<file path="config.mk">
export PLATFORM = sky130hd
export DESIGN_NAME = br_resolve_unit
export DESIGN_NICKNAME = d
export VERILOG_FILES = /design/src/rtl/br_resolve_unit.sv
export SDC_FILE = /design/constraint.sdc
export NUM_CORES = 1
export LEC_CHECK = 0
export ABC_CLOCK_PERIOD_IN_PS = 5400
export BUFFER_PORTS_ARGS = -buffer_cell sky130_fd_sc_hd__buf_2
export CORE_UTILIZATION = 40
export DETAILED_ROUTE_END_ITERATION = 16
export GPL_ROUTABILITY_DRIVEN = 0
export PLACE_DENSITY = 0.68
export SKIP_CTS_REPAIR_TIMING = 1
export SYNTH_ARGS = -nofsm -noshare
export SYNTH_HDL_FRONTEND = slang
export SYNTH_SLANG_ARGS = --single-unit
export TNS_END_PERCENT = 5
</file>
<file path="constraint.sdc">
create_clock -name clk -period 5.4 [get_ports clk]
set_clock_uncertainty 0.1 [all_clocks]
set_input_delay 1.62 -clock clk [delete_from_list [all_inputs] [get_ports clk]]
set_output_delay 1.62 -clock clk [all_outputs]
set_load 0.02 [all_outputs]
</file>
<file path="src/rtl/br_resolve_unit.sv">
`default_nettype none
// ============================================================================
// br_resolve_unit : checks fetch-time branch predictions against execute-time
//                   outcomes, trains the predictor and redirects on mispredict.
// Optional macro BR_RESOLVE_PERF_EN adds perf_br / perf_mis counters.
// Revision: 1.0
// ============================================================================
module br_resolve_unit #(
   parameter int DEPTH        = 4,
   parameter int FLUSH_CYCLES = 2
) (
   input  logic        clk,
   input  logic        rst,
   input  logic        f_valid,
   input  logic [31:0] f_pc,
   input  logic        f_pred_taken,
   input  logic [31:0] f_pred_target,
   output logic        f_ready,
   input  logic        e_valid,
   input  logic [31:0] e_pc,
   input  logic        e_is_br,
   input  logic        e_taken,
   input  logic [31:0] e_target,
   output logic        upd_valid,
   output logic [31:0] upd_pc,
   output logic        upd_taken,
   output logic [31:0] upd_target,
   output logic        redirect_valid,
   output logic [31:0] redirect_pc,
   output logic        flush,
   output logic        err
`ifdef BR_RESOLVE_PERF_EN
   ,
   output logic [31:0] perf_br,
   output logic [31:0] perf_mis
`endif
);

   localparam int c_PTR_W = $clog2(DEPTH);
   localparam int c_CNT_W = c_PTR_W + 1;
   localparam int c_FL_W  = $clog2(FLUSH_CYCLES + 1);
   localparam logic [c_CNT_W-1:0] c_DEPTH_CNT  = c_CNT_W'(DEPTH);
   localparam logic [c_CNT_W-1:0] c_CNT_ONE    = c_CNT_W'(1);
   localparam logic [c_PTR_W-1:0] c_PTR_ONE    = c_PTR_W'(1);
   localparam logic [c_FL_W-1:0]  c_FLUSH_LOAD = c_FL_W'(FLUSH_CYCLES - 1);
   localparam logic [c_FL_W-1:0]  c_FL_ONE     = c_FL_W'(1);

   typedef enum logic [0:0] {
      ST_IDLE  = 1'b0,
      ST_FLUSH = 1'b1
   } state_t;

   state_t r_state;
   state_t w_state_nxt;

   logic [31:0]        r_pc_mem  [DEPTH];
   logic               r_pt_mem  [DEPTH];
   logic [31:0]        r_tgt_mem [DEPTH];
   logic [c_PTR_W-1:0] r_wr_ptr;
   logic [c_PTR_W-1:0] r_rd_ptr;
   logic [c_CNT_W-1:0] r_count;
   logic [c_FL_W-1:0]  r_flush_cnt;

   logic        r_upd_valid;
   logic [31:0] r_upd_pc;
   logic        r_upd_taken;
   logic [31:0] r_upd_target;
   logic        r_redirect_valid;
   logic [31:0] r_redirect_pc;
   logic        r_err;

   logic        w_ready;
   logic        w_flush;
   logic        w_push;
   logic        w_pop;
   logic        w_empty_pop;
   logic        w_pc_mismatch;
   logic        w_mispredict;
   logic        w_act_taken;
   logic [31:0] w_next_pc;
   logic [31:0] w_head_pc;
   logic        w_head_taken;
   logic [31:0] w_head_target;

   assign w_head_pc     = r_pc_mem[r_rd_ptr];
   assign w_head_taken  = r_pt_mem[r_rd_ptr];
   assign w_head_target = r_tgt_mem[r_rd_ptr];

   always_ff @(posedge clk or posedge rst) begin
      if (rst) begin
         r_state <= ST_IDLE;
      end else begin
         r_state <= w_state_nxt;
      end
   end

   always_comb begin
      w_state_nxt   = r_state;
      w_ready       = 1'b0;
      w_flush       = 1'b0;
      w_push        = 1'b0;
      w_pop         = 1'b0;
      w_empty_pop   = 1'b0;
      w_pc_mismatch = 1'b0;
      w_mispredict  = 1'b0;
      w_act_taken   = e_is_br & e_taken;
      w_next_pc     = w_act_taken ? e_target : (e_pc + 32'd4);
      case (r_state)
         ST_IDLE: begin
            w_ready = (r_count < c_DEPTH_CNT);
            w_push  = f_valid & w_ready;
            if (e_valid) begin
               if (r_count == '0) begin
                  w_empty_pop = 1'b1;
               end else begin
                  w_pop         = 1'b1;
                  w_pc_mismatch = (e_pc != w_head_pc);
                  // A PC mismatch means the queue is out of step with execute;
                  // redirecting is the only safe recovery.
                  w_mispredict  = w_pc_mismatch
                                | (w_head_taken != w_act_taken)
                                | (w_head_taken & e_taken & (w_head_target != e_target));
               end
            end
            if (w_mispredict) begin
               w_state_nxt = ST_FLUSH;
            end
         end
         ST_FLUSH: begin
            w_flush = 1'b1;
            if (r_flush_cnt == '0) begin
               w_state_nxt = ST_IDLE;
            end
         end
         default: begin
            w_state_nxt = ST_IDLE;
         end
      endcase
   end

   // Payload storage carries no reset; validity is tracked by pointers/count.
   always_ff @(posedge clk) begin
      if (w_push && !w_mispredict) begin
         r_pc_mem[r_wr_ptr]  <= f_pc;
         r_pt_mem[r_wr_ptr]  <= f_pred_taken;
         r_tgt_mem[r_wr_ptr] <= f_pred_target;
      end
   end

   always_ff @(posedge clk or posedge rst) begin
      if (rst) begin
         r_wr_ptr    <= '0;
         r_rd_ptr    <= '0;
         r_count     <= '0;
         r_flush_cnt <= '0;
      end else if (w_mispredict) begin
         // Wrong-path push in the same cycle is dropped along with the queue.
         r_wr_ptr    <= '0;
         r_rd_ptr    <= '0;
         r_count     <= '0;
         r_flush_cnt <= c_FLUSH_LOAD;
      end else begin
         if (w_push) begin
            r_wr_ptr <= r_wr_ptr + c_PTR_ONE;
         end
         if (w_pop) begin
            r_rd_ptr <= r_rd_ptr + c_PTR_ONE;
         end
         case ({w_push, w_pop})
            2'b10:   r_count <= r_count + c_CNT_ONE;
            2'b01:   r_count <= r_count - c_CNT_ONE;
            default: r_count <= r_count;
         endcase
         if ((r_state == ST_FLUSH) && (r_flush_cnt != '0)) begin
            r_flush_cnt <= r_flush_cnt - c_FL_ONE;
         end
      end
   end

   always_ff @(posedge clk or posedge rst) begin
      if (rst) begin
         r_upd_valid      <= 1'b0;
         r_upd_pc         <= '0;
         r_upd_taken      <= 1'b0;
         r_upd_target     <= '0;
         r_redirect_valid <= 1'b0;
         r_redirect_pc    <= '0;
         r_err            <= 1'b0;
      end else begin
         r_upd_valid      <= w_pop & e_is_br;
         r_redirect_valid <= w_mispredict;
         if (w_pop && e_is_br) begin
            r_upd_pc     <= e_pc;
            r_upd_taken  <= e_taken;
            r_upd_target <= e_target;
         end
         if (w_mispredict) begin
            r_redirect_pc <= w_next_pc;
         end
         if (w_empty_pop || (w_pop && w_pc_mismatch)) begin
            r_err <= 1'b1;
         end
      end
   end

`ifdef BR_RESOLVE_PERF_EN
   logic [31:0] r_perf_br;
   logic [31:0] r_perf_mis;

   always_ff @(posedge clk or posedge rst) begin
      if (rst) begin
         r_perf_br  <= '0;
         r_perf_mis <= '0;
      end else begin
         if (w_pop && e_is_br && (r_perf_br != 32'hFFFF_FFFF)) begin
            r_perf_br <= r_perf_br + 32'd1;
         end
         if (w_mispredict && (r_perf_mis != 32'hFFFF_FFFF)) begin
            r_perf_mis <= r_perf_mis + 32'd1;
         end
      end
   end

   assign perf_br  = r_perf_br;
   assign perf_mis = r_perf_mis;
`endif

   assign f_ready        = w_ready;
   assign flush          = w_flush;
   assign upd_valid      = r_upd_valid;
   assign upd_pc         = r_upd_pc;
   assign upd_taken      = r_upd_taken;
   assign upd_target     = r_upd_target;
   assign redirect_valid = r_redirect_valid;
   assign redirect_pc    = r_redirect_pc;
   assign err            = r_err;

endmodule

`default_nettype wire

</file>
-- Word level (Yosys, flattened, before mapping)
Memory sizes are Yosys's and may differ from the RTL's.
Cells that the tools add are included.
- output and inout port bits: 102
- register bits: 110
- input port bits: 135
- memories: 3
- logic and storage cells: 78
- RAM bits: 260
- memory list (name ; words ; bits a word ; read ports ; clocked after Yosys merged registers in ; wr ports ; RTL line ; text):
    r_pc_mem ; 4 ; 32 ; 1 ; 0 ; 1 ; 56 ; logic [31:0] r_pc_mem [DEPTH];
    r_tgt_mem ; 4 ; 32 ; 1 ; 0 ; 1 ; 58 ; logic [31:0] r_tgt_mem [DEPTH];
    r_pt_mem ; 4 ; 1 ; 1 ; 0 ; 1 ; 57 ; logic r_pt_mem [DEPTH];
- eq/ne operators: 5
- bitwise gates (word level): 8
- mux-type cells: 30
- add/subtract/negate cells: 6
- reduce and logical (&&, ||, !) cells: 13
- order comparisons: 1
- operators with widths (kind ; count):
    32-bit != test ; 2
    32-bit by 3-bit adder with 32-bit output, second input constant ; 1
    32-bit two-way mux ; 1
    1-bit two-way mux ; 20
    2-bit two-way mux ; 6
    2-bit nonzero test ; 4
    3-bit one-hot mux with 2 select lines ; 1
    1-bit bitwise AND ; 5
    2-bit by 1-bit adder with 2-bit output, second input constant ; 2
    1-bit logical AND ; 4
    3-bit by 1-bit adder with 3-bit output, second input constant ; 1
    3-bit logical NOT ; 1
    3-bit less-than comparator, second input constant ; 1
    3-bit two-way mux ; 1
    3-bit nonzero test ; 1
    3-bit by 1-bit subtractor with 3-bit output, second input constant ; 1
    2-bit by 1-bit == test with 1-bit output, second input constant ; 1
    2-bit == test, second input constant ; 1
    2-bit logical NOT ; 1
    1-bit bitwise OR ; 2
    1-bit one-hot mux with 2 select lines ; 1
    2-bit by 1-bit subtractor with 2-bit output, second input constant ; 1
    1-bit logical NOT ; 1
    1-bit logical OR ; 1
    other kinds (2) ; 2

-- Logic depth before layout (Yosys ltp)
Gate-level depths: netlist of the first run.
- depth in word-level cells: 12
- mapped depth: 12
- gate-level depth less buffers: 7

-- Worst setup path before layout of the first run
OpenSTA, ideal clock, no wires.
- path type: in2reg
- from: in e_pc[4]
- to: mem r_pc_mem[0][0], enable pin
- slack: 407 ps
- buffers on the path: 3
- required time: 4870 ps
- cell stages on the path: 9
- arrival time: 4463 ps
- setup time: 430 ps
- cells stage by stage: clkbuf_1 -> xnor2_1 -> nand4_1 -> nor4_1 -> nand2_1 -> o21ai_2 -> buf_6 -> buf_6 -> and3_1
- cells in the longest elaborated chain, start to end: 11
- RTL lines (item ; RTL line ; text):
    start: declaration ; 20 ; input logic [31:0] e_pc,
    32-bit != test ; 117 ; w_pc_mismatch = (e_pc != w_head_pc);
    1-bit bitwise OR ; 121 ; | (w_head_taken != w_act_taken)
    1-bit bitwise OR ; 122 ; | (w_head_taken & e_taken & (w_head_target != e_target));
    1-bit two-way mux ; 113 ; if (r_count == '0) begin
    1-bit two-way mux ; 112 ; if (e_valid) begin
    1-bit two-way mux (2 in a row) ; 108 ; case (r_state)
    1-bit logical NOT ; 143 ; if (w_push && !w_mispredict) begin
    1-bit logical AND ; 143 ;
    1-bit two-way mux ; 143 ;
    1-bit two-way mux (implied by the code) ; 144 ; r_pc_mem[r_wr_ptr] <= f_pc;
    end: declaration ; 56 ;
No other way between the ends. The select of a mux whose other input is x is not followed.

-- Worst setup path in the final report of the first run
- from: reg r_rd_ptr[0]
- to: mem r_tgt_mem[1][6], enable pin
- cells in the longest elaborated chain, start to end: 12
- elaborated cells on any way between the ends: 18
- classes of those cells: eq/ne (3); mux (6); bitwise (4); reduce/logical (2); memory (3)
- RTL lines (item ; RTL line ; text):
    start: declaration ; 60 ; logic [c_PTR_W-1:0] r_rd_ptr;
    start signal: assignment ; 167 ; r_rd_ptr <= r_rd_ptr + c_PTR_ONE;
    memory read 4 x 32 bit (tied with other cells) ; - ;
    32-bit != test (tied with other cells) ; 117 ;
    1-bit bitwise OR / 1-bit bitwise AND (equally long branches) ; 121, 122 ;
    1-bit bitwise OR * ; 122 ;
    1-bit two-way mux * ; 113 ;
    1-bit two-way mux * ; 112 ;
    1-bit two-way mux * (2 in a row) ; 108 ;
    1-bit logical NOT * ; 143 ;
    1-bit logical AND * ; 143 ;
    1-bit two-way mux * ; 143 ;
    1-bit two-way mux (implied by the code) * ; 146 ; r_tgt_mem[r_wr_ptr] <= f_pred_target;
    end: declaration ; 58 ;
Every way passes the cells marked *; elsewhere a longest branch is shown, timed or not. The select of a mux whose other input is x is not followed.

==> results of run 1 <==
power by group through the flow:
stage	logic [W]	clock network [W]	registers, W
after floorplan	0.00156	0	0.00439
after global placement	0.00291	0	0.00399
after detailed placement	0.00294	0	0.00401
after CTS	0.00295	0.00274	0.00396
after global routing	0.00312	0.00285	0.00402
final	0.00291	0.00269	0.00395
metal layers:
layer  vias to the layer above  track usage, %  share of wire (%)
li1                       3794               -                  -
met1                      4412            27.3                 43
met2                       299            32.0                 48
met3                        63            5.92                7.5
met4                        12            5.14                1.9
met5                         -               0               0.21
final cells by class:
class | count | share of cell area [%]
Timing Repair Buffer | 258 | 7.78
Antenna cell | 4 | 0.0543
Sequential cell | 370 | 57.3
Inverter | 12 | 0.258
Clock buffer | 61 | 6.53
Multi-Input combinational cell | 434 | 24.0
Clock inverter | 15 | 0.598
Tap cell | 511 | 3.47
path summary, 6_finish.rpt:
kind	slack (ns)	endpoint	startpoint	cells past startpoint
worst min register to register	0.38	err$_DFFE_PP0P_	err$_DFFE_PP0P_	1
worst max register to register	1.39	r_tgt_mem[1][6]$_DFFE_PP_	r_rd_ptr[0]$_DFFE_PP0P_	9
worst min-delay path	0.38	err$_DFFE_PP0P_	err$_DFFE_PP0P_	1
max in group asynchronous	3.18	upd_pc[26]$_DFFE_PP0P_	rst	3
min in group asynchronous	1.11	upd_target[1]$_DFFE_PP0P_	rst	2
worst max-delay path	1.39	r_tgt_mem[1][6]$_DFFE_PP_	r_rd_ptr[0]$_DFFE_PP0P_	9
through the flow:
step           total power, W  area [um^2]  utilization, %  instances  hold slack [ns]
2_1_floorplan         0.00596        15200               -        857            0.387
3_3_place_gp          0.00690        17100            45.5       1585            0.356
3_5_place_dp          0.00695        17100            45.5       1585            0.367
4_1_cts               0.00965        18400            49.0       1661            0.379
5_1_grt               0.00999        18400            49.0       1662            0.401
6_report              0.00955        18400            49.0       1665            0.376
kinds of logic (layout without fill, tap and decap cells):
kind of cell	after synthesis	count (layout)	synth area share [%]
AOI/OAI and AO/OA	40	40	1.43
xor gates and xnor gates	98	98	5.64
adders and majority gates	7	7	0.625
buffers and inverters	53	346	1.68
DFF	370	370	69.4
muxes	165	165	17.0
other	0	4	0
and+or+nand+nor	124	124	4.16
flip-flops by register name (all words and copies together) (netlist names), 3 cells and up:
name         flops
upd_pc          32
r_tgt_mem      128
r_pt_mem         4
redirect_pc     32
r_count          3
upd_target      32
r_pc_mem       128
layout by cell type (no fill, tap or decap), types with 21 or more instances in the layout:
cell type / n
a21oi_1: 30
buf_2: 236
clkbuf_16: 43
dfrtp_1: 108
edfxtp_1: 260
mux2_2: 84
mux4_2: 65
nand2_1: 21
nor2_1: 34
xnor2_1: 80
==> impl_metrics.py, run 1 <==
metrics = {
    "flow_run": {
        "max_cap_viol_count": 0,
    },
    "synth": {
        "syn-num-nets": 999,
        "yosys_warnings": 0,
        "netlist.top_cell.by_area": "edfxtp_1",
        "synth_edf_count": 260,
        "synth_commonest_cells": "edfxtp_1 (260), dfrtp_1 (110), mux2_2 (84)",
        "synth-seq-cells": 370,
        "synthTopCellsByArea": "edfxtp_1 (51%), dfrtp_1 (18%), mux4_2 (9.6%), mux2_2 (6.2%), xnor2_1 (4.6%)",
        "netlist_area_um2": 15200,
        "netlist_instances": 857,
        "synth_most_common_cell": "edfxtp_1",
        "ys_types": 34,
        "syn_avg_cell_area_um2": 17.7,
        "ys_seq_area_share_pct": 69.4,
        "synthArstFlopShare_pct": 29.7,
        "synthFlopType": "edfxtp_1",
        "netlist.area_leader.share_pct": 51.3,
    },
    "critical_path": {
        "cp_common_cell": "buf_12",
        "end_kind": "register",
        "worst-path-buf-inv": 2,
        "crit_arrival_ns": 4.13,
        "worstSetupPathType": "reg2reg",
        "required_ns": 5.53,
        "max_stage_delay_ns": 0.68,
        "worst_path_max_delay_cell": "dfrtp_4",
        "crit_path_cell_trace": "buf_12 -> mux4_2 -> xnor2_1 -> nand4_1 -> nor4_1 -> nand2_1 -> o21ai_4 -> and3_2 -> buf_12",
        "crit_path_max_fanout": 26,
        "worstSetupStartpointType": "register",
        "cpLargestDelayFamily": "simple AND/OR/NAND/NOR gates",
    },
    "cells_and_area": {
        "area_delta_synth_final_pct": 21.2,
        "fill_cells": 3215,
        "drive_above_1_share_pct": 41.5,
        "nets": 1259,
        "multi_input_area_um2": 4410,
        "seqCellArea_um2": 10600,
    },
    "routing": {
        "first_pass_iters": 4,
        "drc": 0,
        "drt_iter0_drc": 547,
        "wl_per_cell_um": 23.2,
        "vias": 8580,
        "drt_wl_total_mm": 38.7,
        "vias_per_cell": 5.15,
        "ant_nets": 0,
    },
    "placement": {
        "dpl_worst_slack_ns": 1.10,
        "io_buffer_count": 236,
        "place_hpwl_mm": 27.3,
    },
    "die": {
        "coreArea_um2": 37600,
        "pin_count": 237,
        "fp.dieW_um": 197,
        "rows": 71,
        "initial_core_util_pct": 40.5,
        "die_h_um": 197,
        "dieArea_um2": 38800,
    },
    "power": {
        "cellPowerDensity_nw_per_um2": 519,
        "ir_drop_mv": 0.285,
        "pwr-share-seq_pct": 41.4,
        "p_int_w": 0.00656,
        "leakagePower_nw": 6.80,
        "p_sw_share_pct": 31.3,
        "p_switching_w": 0.00299,
        "p_comb_share_pct": 30.4,
        "clkPwrFrac_pct": 28.2,
    },
    "worst_hold_path": {
        "hp-class": "reg2reg",
    },
    "clocking": {
        "clockBufferDepth": 3,
        "htree_levels": 2,
        "clk_latency_ns": 0.55,
        "cts.sinks": 370,
        "clkTransAtPathRegs_ns": 0.06,
        "root_buffer": "clkbuf_16",
        "cts_tree": "done",
        "cts_made_buffers": 41,
    },
    "sta": {
        "timing.setup.tns_ns": 0,
        "hold_viol_final": 0,
        "finalSetupViolCount": 0,
        "rsz0062_at_grt": "false",
        "clock.fmax_ghz": 0.250,
        "fin_crit_sh_pct": 74.2,
        "min_period_ns": 4.01,
        "worst_slew_pin_slew_ns": 1.02,
        "slew_viol_final": 0,
        "setup_ws_ns": 1.39,
        "slew-limit-headroom_pct": 31.9,
    },
    "global_route": {
        "grt_overflow": 0,
        "grt_pass1_wl_mm": 56.4,
        "antenna_found_initial": 10,
        "grt_max_degree": 70,
        "grtUsageTotal_pct": 20.2,
        "grt_pass1_vias": 8703,
    },
    "outcome": {
        "status": "finished, final reports clean",
    },
}
Power figures use the tool's default switching activity.
==> inputs of run 2 (changes only) <==
ABC_CLOCK_PERIOD_IN_PS = 3900   (was 5400)
clock period = 3.9 ns   (was 5.4 ns; I/O delays follow)
==> run 2 against run 1 <==
  * First-iteration DRC count down 3.7%
  * Total power up 37%
  * Sequential power increased by 37%
  * Critical path type unchanged
  * Via count is 0.23% higher
  * Final area is 0.41% higher
  * Clock-buffer cell count down 1
  * Wire length down 0.45%
==> impl_metrics.py, run 2 (synthesis results as in run 1) <==
metrics = {
    "power": {
        "cellPowerDensity_nw_per_um2": 709,
        "ir_drop_mv": 0.444,
        "finalPower_w": 0.0131,
        "leakagePower_nw": 6.83,
    },
    "die": {
        "initial_core_util_pct": 40.5,
        "coreArea_um2": 37600,
        "pin_count": 237,
        "die_h_um": 197,
        "rows": 71,
        "dieArea_um2": 38800,
        "fp.dieW_um": 197,
    },
    "sta": {
        "min_period_ns": 3.65,
        "slew_viol_final": 0,
        "fin_crit_sh_pct": 93.6,
        "rsz0062_at_grt": "false",
        "setup_ws_ns": 0.251,
        "hold_viol_final": 0,
        "worst_slew_pin_slew_ns": 0.723,
        "finalSetupViolCount": 0,
        "slew-limit-headroom_pct": 51.6,
        "clock.fmax_ghz": 0.274,
    },
    "critical_path": {
        "required_ns": 4.01,
        "worstSetupStartpointType": "register",
        "max_stage_delay_ns": 0.57,
        "crit_path_max_fanout": 44,
        "worst-path-buf-inv": 2,
        "worstSetupPathType": "reg2reg",
        "crit_path_cell_trace": "buf_4 -> mux4_2 -> xnor2_1 -> nand4_1 -> nor4_1 -> a31oi_1 -> o21ai_4 -> and3_2 -> buf_12",
        "crit_arrival_ns": 3.76,
        "worst_path_max_delay_cell": "mux4_2",
        "end_kind": "register",
        "cpLargestDelayFamily": "simple AND/OR/NAND/NOR gates",
    },
    "global_route": {
        "grt_pass1_wl_mm": 56.3,
        "grt_max_degree": 49,
        "antenna_found_initial": 6,
        "grtUsageTotal_pct": 20.2,
        "grt_overflow": 0,
        "grt_pass1_vias": 8637,
    },
    "cells_and_area": {
        "drive_above_1_share_pct": 41.6,
        "most-common-layout-cells": "edfxtp_1 (260), buf_2 (236), dfrtp_1 (108)",
        "fill_cells": 3183,
        "nets": 1266,
        "multi_input_area_um2": 4410,
        "seqCellArea_um2": 10600,
        "area_delta_synth_final_pct": 21.7,
        "largestRegisters": "r_pc_mem x128, r_tgt_mem x128",
        "final_common_cell": "edfxtp_1",
    },
    "routing": {
        "drt_iter0_drc": 527,
        "drt_wl_total_mm": 38.5,
        "vias": 8600,
        "vias_per_cell": 5.15,
        "wl_per_cell_um": 23.0,
        "first_pass_iters": 4,
        "ant_nets": 0,
        "drc": 0,
    },
    "flow_run": {
        "max_cap_viol_count": 0,
    },
    "clocking": {
        "htree_levels": 2,
        "clockBufferDepth": 3,
        "cts_made_buffers": 39,
        "root_buffer": "clkbuf_16",
        "clkTransAtPathRegs_ns": 0.06,
        "cts_tree": "done",
        "cts.sinks": 370,
        "clk_latency_ns": 0.56,
    },
    "outcome": {
        "status": "finished, final reports clean",
    },
    "placement": {
        "place_hpwl_mm": 27.3,
        "io_buffer_count": 236,
        "dpl_worst_slack_ns": 0.251,
    },
    "worst_hold_path": {
        "hp-class": "reg2reg",
    },
}
-- run 2: cell types whose count changed in the layout (fill, tap and decap cells not counted), moves of 2 or more --
cell / delta
clkbuf_1: +4
clkinv_8: +2
clkbuf_16: -2
clkinv_1: -3
clkbuf_8: -3
buf_12: +7
buf_4: +2
-- run 2: path summary, 6_finish.rpt --
| kind | slack, ns | from | endpoint | cells past startpoint |
|---|---|---|---|---|
| max in group asynchronous | 2.31 | rst | upd_pc[18]$_DFFE_PP0P_ | 3 |
| max reg2reg | 0.25 | r_rd_ptr[0]$_DFFE_PP0P_ | r_tgt_mem[0][9]$_DFFE_PP_ | 9 |
| min reg2reg | 0.38 | err$_DFFE_PP0P_ | err$_DFFE_PP0P_ | 1 |
| min in group asynchronous | 0.56 | rst | upd_target[27]$_DFFE_PP0P_ | 2 |
| min | 0.38 | err$_DFFE_PP0P_ | err$_DFFE_PP0P_ | 1 |
| max | 0.25 | r_rd_ptr[0]$_DFFE_PP0P_ | r_tgt_mem[0][9]$_DFFE_PP_ | 9 |
-- run 2: cell type report --
class                           count  area share (%)
Inverter                           12           0.257
Multi-Input combinational cell    434            23.9
Antenna cell                        5          0.0676
Clock buffer                       60            6.09
Timing Repair Buffer              267            8.59
Sequential cell                   370            57.1
Tap cell                          511            3.46
Clock inverter                     12           0.568
-- run 2: per-stage QoR --
stage / std cells / cell area [um^2] / setup TNS (ns) / util, % / hold slack (ns)
3_3_place_gp: 1594 / 17300 / 0 / 45.9 / 0.367
4_1_cts: 1666 / 18500 / 0 / 49.2 / 0.376
6_report: 1671 / 18500 / 0 / 49.2 / 0.376
3_5_place_dp: 1594 / 17300 / 0 / 45.9 / 0.362
2_1_floorplan: 857 / 15200 / -155.41 / - / 0.387
5_1_grt: 1668 / 18500 / 0 / 49.2 / 0.389
-- run 2: routing by layer --
| layer | track usage, % | share of wire (%) | vias up |
|---|---|---|---|
| li1 | - | - | 3817 |
| met1 | 27.6 | 43 | 4444 |
| met2 | 32.1 | 48 | 282 |
| met3 | 4.88 | 6.9 | 53 |
| met4 | 5.94 | 1.9 | 4 |
| met5 | 0 | 0.062 | - |
-- run 2: report_power, final --
part           internal (W)  leakage [nW]  switching (W)
Clock               0.00202         0.595        0.00153
Combinational       0.00187          2.59        0.00228
Sequential          0.00505          3.65       0.000350
Total               0.00894          6.83        0.00417
==> inputs of run 3 (changes only) <==
==> constraint.sdc (replaced) <==
create_clock -name clk -period 3.9 [get_ports clk]
set_clock_uncertainty 0.1 [all_clocks]
set_input_delay 0.39 -clock clk [delete_from_list [all_inputs] [get_ports clk]]
set_output_delay 0.39 -clock clk [all_outputs]
set_load 0.02 [all_outputs]
==> run 3 against run 2 <==
  * The flow now finishes with violations (negative hold slack)
  * Sequential cell count is the same
  * Combinational power fell by 1%
  * Clock-buffer cell count shrank 6
  * Non-clock buffer count is 55 higher
  * Global-route usage down 0.19 points
  * Die area unchanged
  * Setup slack lost 0.024 ns
  * First-iteration DRC count grew 44%
  * Hold slack worse by 0.43 ns
  * Final area rose by 3.2%
  * Sequential share of layout area decreased by 1.8 points
  * Core utilization is 1.6 points higher
  * Critical path type unchanged
  * Critical endpoint is now r_tgt_mem[0][11]$_DFFE_PP_
==> impl_metrics.py, run 3 (synthesis results as in run 1) <==
metrics = {
    "outcome": {
        "status": "finished with violations",
        "failed_checks": "negative hold slack",
    },
    "cells_and_area": {
        "final_common_cell": "edfxtp_1",
        "most-common-layout-cells": "edfxtp_1 (260), buf_2 (236), dfrtp_1 (108)",
        "drive_above_1_share_pct": 39.3,
        "utilization_pct": 50.8,
        "fill_cells": 3139,
        "area_delta_synth_final_pct": 25.5,
        "largestRegisters": "r_pc_mem x128, r_tgt_mem x128",
        "nets": 1321,
    },
    "die": {
        "die_h_um": 197,
        "coreArea_um2": 37600,
        "dieArea_um2": 38800,
        "rows": 71,
        "fp.dieW_um": 197,
        "initial_core_util_pct": 40.5,
        "pin_count": 237,
    },
    "global_route": {
        "grt_overflow": 0,
        "grt_pass1_wl_mm": 55.8,
        "grtUsageTotal_pct": 20.0,
        "antenna_found_initial": 2,
        "grt_max_degree": 70,
        "grt_pass1_vias": 8669,
    },
    "sta": {
        "hold_viol_final": 66,
        "worst_slew_pin_slew_ns": 1.02,
        "slew_viol_final": 0,
        "rsz0062_at_grt": "false",
        "min_period_ns": 3.67,
        "slew-limit-headroom_pct": 31.9,
        "fin_crit_sh_pct": 94.2,
        "finalSetupViolCount": 0,
        "timing.hold.ws_ns": -0.0590,
        "clock.fmax_ghz": 0.272,
    },
    "placement": {
        "place_hpwl_mm": 26.9,
        "io_buffer_count": 236,
    },
    "flow_run": {
        "max_cap_viol_count": 0,
    },
    "power": {
        "clkPwrFrac_pct": 27.8,
        "leakagePower_nw": 7.07,
        "p_sw_share_pct": 30.9,
        "p_comb_share_pct": 31.1,
        "p_switching_w": 0.00410,
        "p_int_w": 0.00916,
        "ir_drop_mv": 0.538,
        "cellPowerDensity_nw_per_um2": 695,
        "pwr-share-seq_pct": 41.2,
    },
    "routing": {
        "first_pass_iters": 5,
        "drc": 0,
        "ant_nets": 0,
        "vias_per_cell": 5.13,
        "vias": 8826,
        "drt_iter0_drc": 757,
        "wl_per_cell_um": 22.3,
        "drt_wl_total_mm": 38.3,
    },
    "critical_path": {
        "end_kind": "register",
        "crit_path_max_fanout": 39,
        "worstReg2RegStart": "r_rd_ptr[0]$_DFFE_PP0P_",
        "startpoint": "r_rd_ptr[0]$_DFFE_PP0P_",
        "r2r_cells": 10,
        "required_ns": 4.01,
        "worstSetupPathType": "reg2reg",
        "worstSetupStartpointType": "register",
        "crit_arrival_ns": 3.78,
    },
    "clocking": {
        "cts_made_buffers": 39,
        "cts.sinks": 370,
        "cts_tree": "done",
        "htree_levels": 2,
        "root_buffer": "clkbuf_16",
        "clockBufferDepth": 3,
        "clkTransAtPathRegs_ns": 0.06,
        "clk_latency_ns": 0.54,
    },
    "worst_hold_path": {
        "hp-class": "in2async",
    },
}
run 3: cell types whose count changed in the layout (fill, tap and decap cells not counted), sizes merged:
cell,previous run,this run
dlygate4sd3,0,63
buf,267,259
clkbuf,60,54
bufinv,0,4
diode,5,1
clkinvlp,2,3
inv,14,13
run 3: final timing paths:
| kind | slack, ns | to |
|---|---|---|
| worst max-delay path | 0.23 | r_tgt_mem[0][11]$_DFFE_PP_ |
| worst min-delay path | -0.06 | upd_target[19]$_DFFE_PP0P_ |
| worst max register to register | 0.23 | r_tgt_mem[0][11]$_DFFE_PP_ |
| worst min register to register | 0.38 | err$_DFFE_PP0P_ |
| max in group asynchronous | 2.98 | upd_target[0]$_DFFE_PP0P_ |
| min in group clk | 0 | r_tgt_mem[1][29]$_DFFE_PP_ |
run 3: layout make-up:
type                            count  area [um^2]  area share, %
Multi-Input combinational cell    434         4410           23.1
Sequential cell                   370        10600           55.3
Timing Repair Buffer              322         2150           11.3
Clock inverter                     16          196           1.03
Tap cell                          511          639           3.35
Clock buffer                       54         1070           5.62
Antenna cell                        1         2.50         0.0131
Inverter                           12         47.5          0.249
run 3: critical path: stages (launching register included):
cell and delay, ns:
dfrtp_4 0.64, buf_12 0.22, buf_4 0.16, mux4_2 0.50
xnor2_1 0.23, nand4_1 0.17, nor4_1 0.31, nand2_1 0.18
o21ai_4 0.23, and3_2 0.28, buf_12 0.25
run 3: power groups by stage:
stage                     clock, W  combinational (W)  sequential [W]
after CTS                  0.00375            0.00412         0.00546
final                      0.00368            0.00412         0.00546
after detailed placement         0            0.00411         0.00553
after global placement           0            0.00406         0.00550
after global routing       0.00390            0.00443         0.00555
after floorplan                  0            0.00217         0.00608
run 3: stage by stage:
stage | cell area (um^2) | power (W) | instances | setup TNS [ns] | setup WS (ns)
finish | 19100 | 0.0133 | 1720 | 0 | 0.227
global placement | 17200 | 0.00956 | 1586 | 0 | 0.227
detailed placement | 17200 | 0.00964 | 1586 | 0 | 0.226
global route | 19100 | 0.0139 | 1720 | 0 | 0.0253
CTS | 18500 | 0.0133 | 1656 | 0 | 0.205
floorplan | 15200 | 0.00824 | 857 | -120.71 | -0.619
run 3: per-layer routing:
metal | vias to the layer above | global-route usage [%] | share of wire (%)
li1 | 3916 | - | -
met2 | 314 | 32.1 | 48
met1 | 4543 | 27.7 | 43
met3 | 53 | 4.14 | 6.6
met4 | 0 | 5.17 | 2.1
met5 | - | 0 | 0
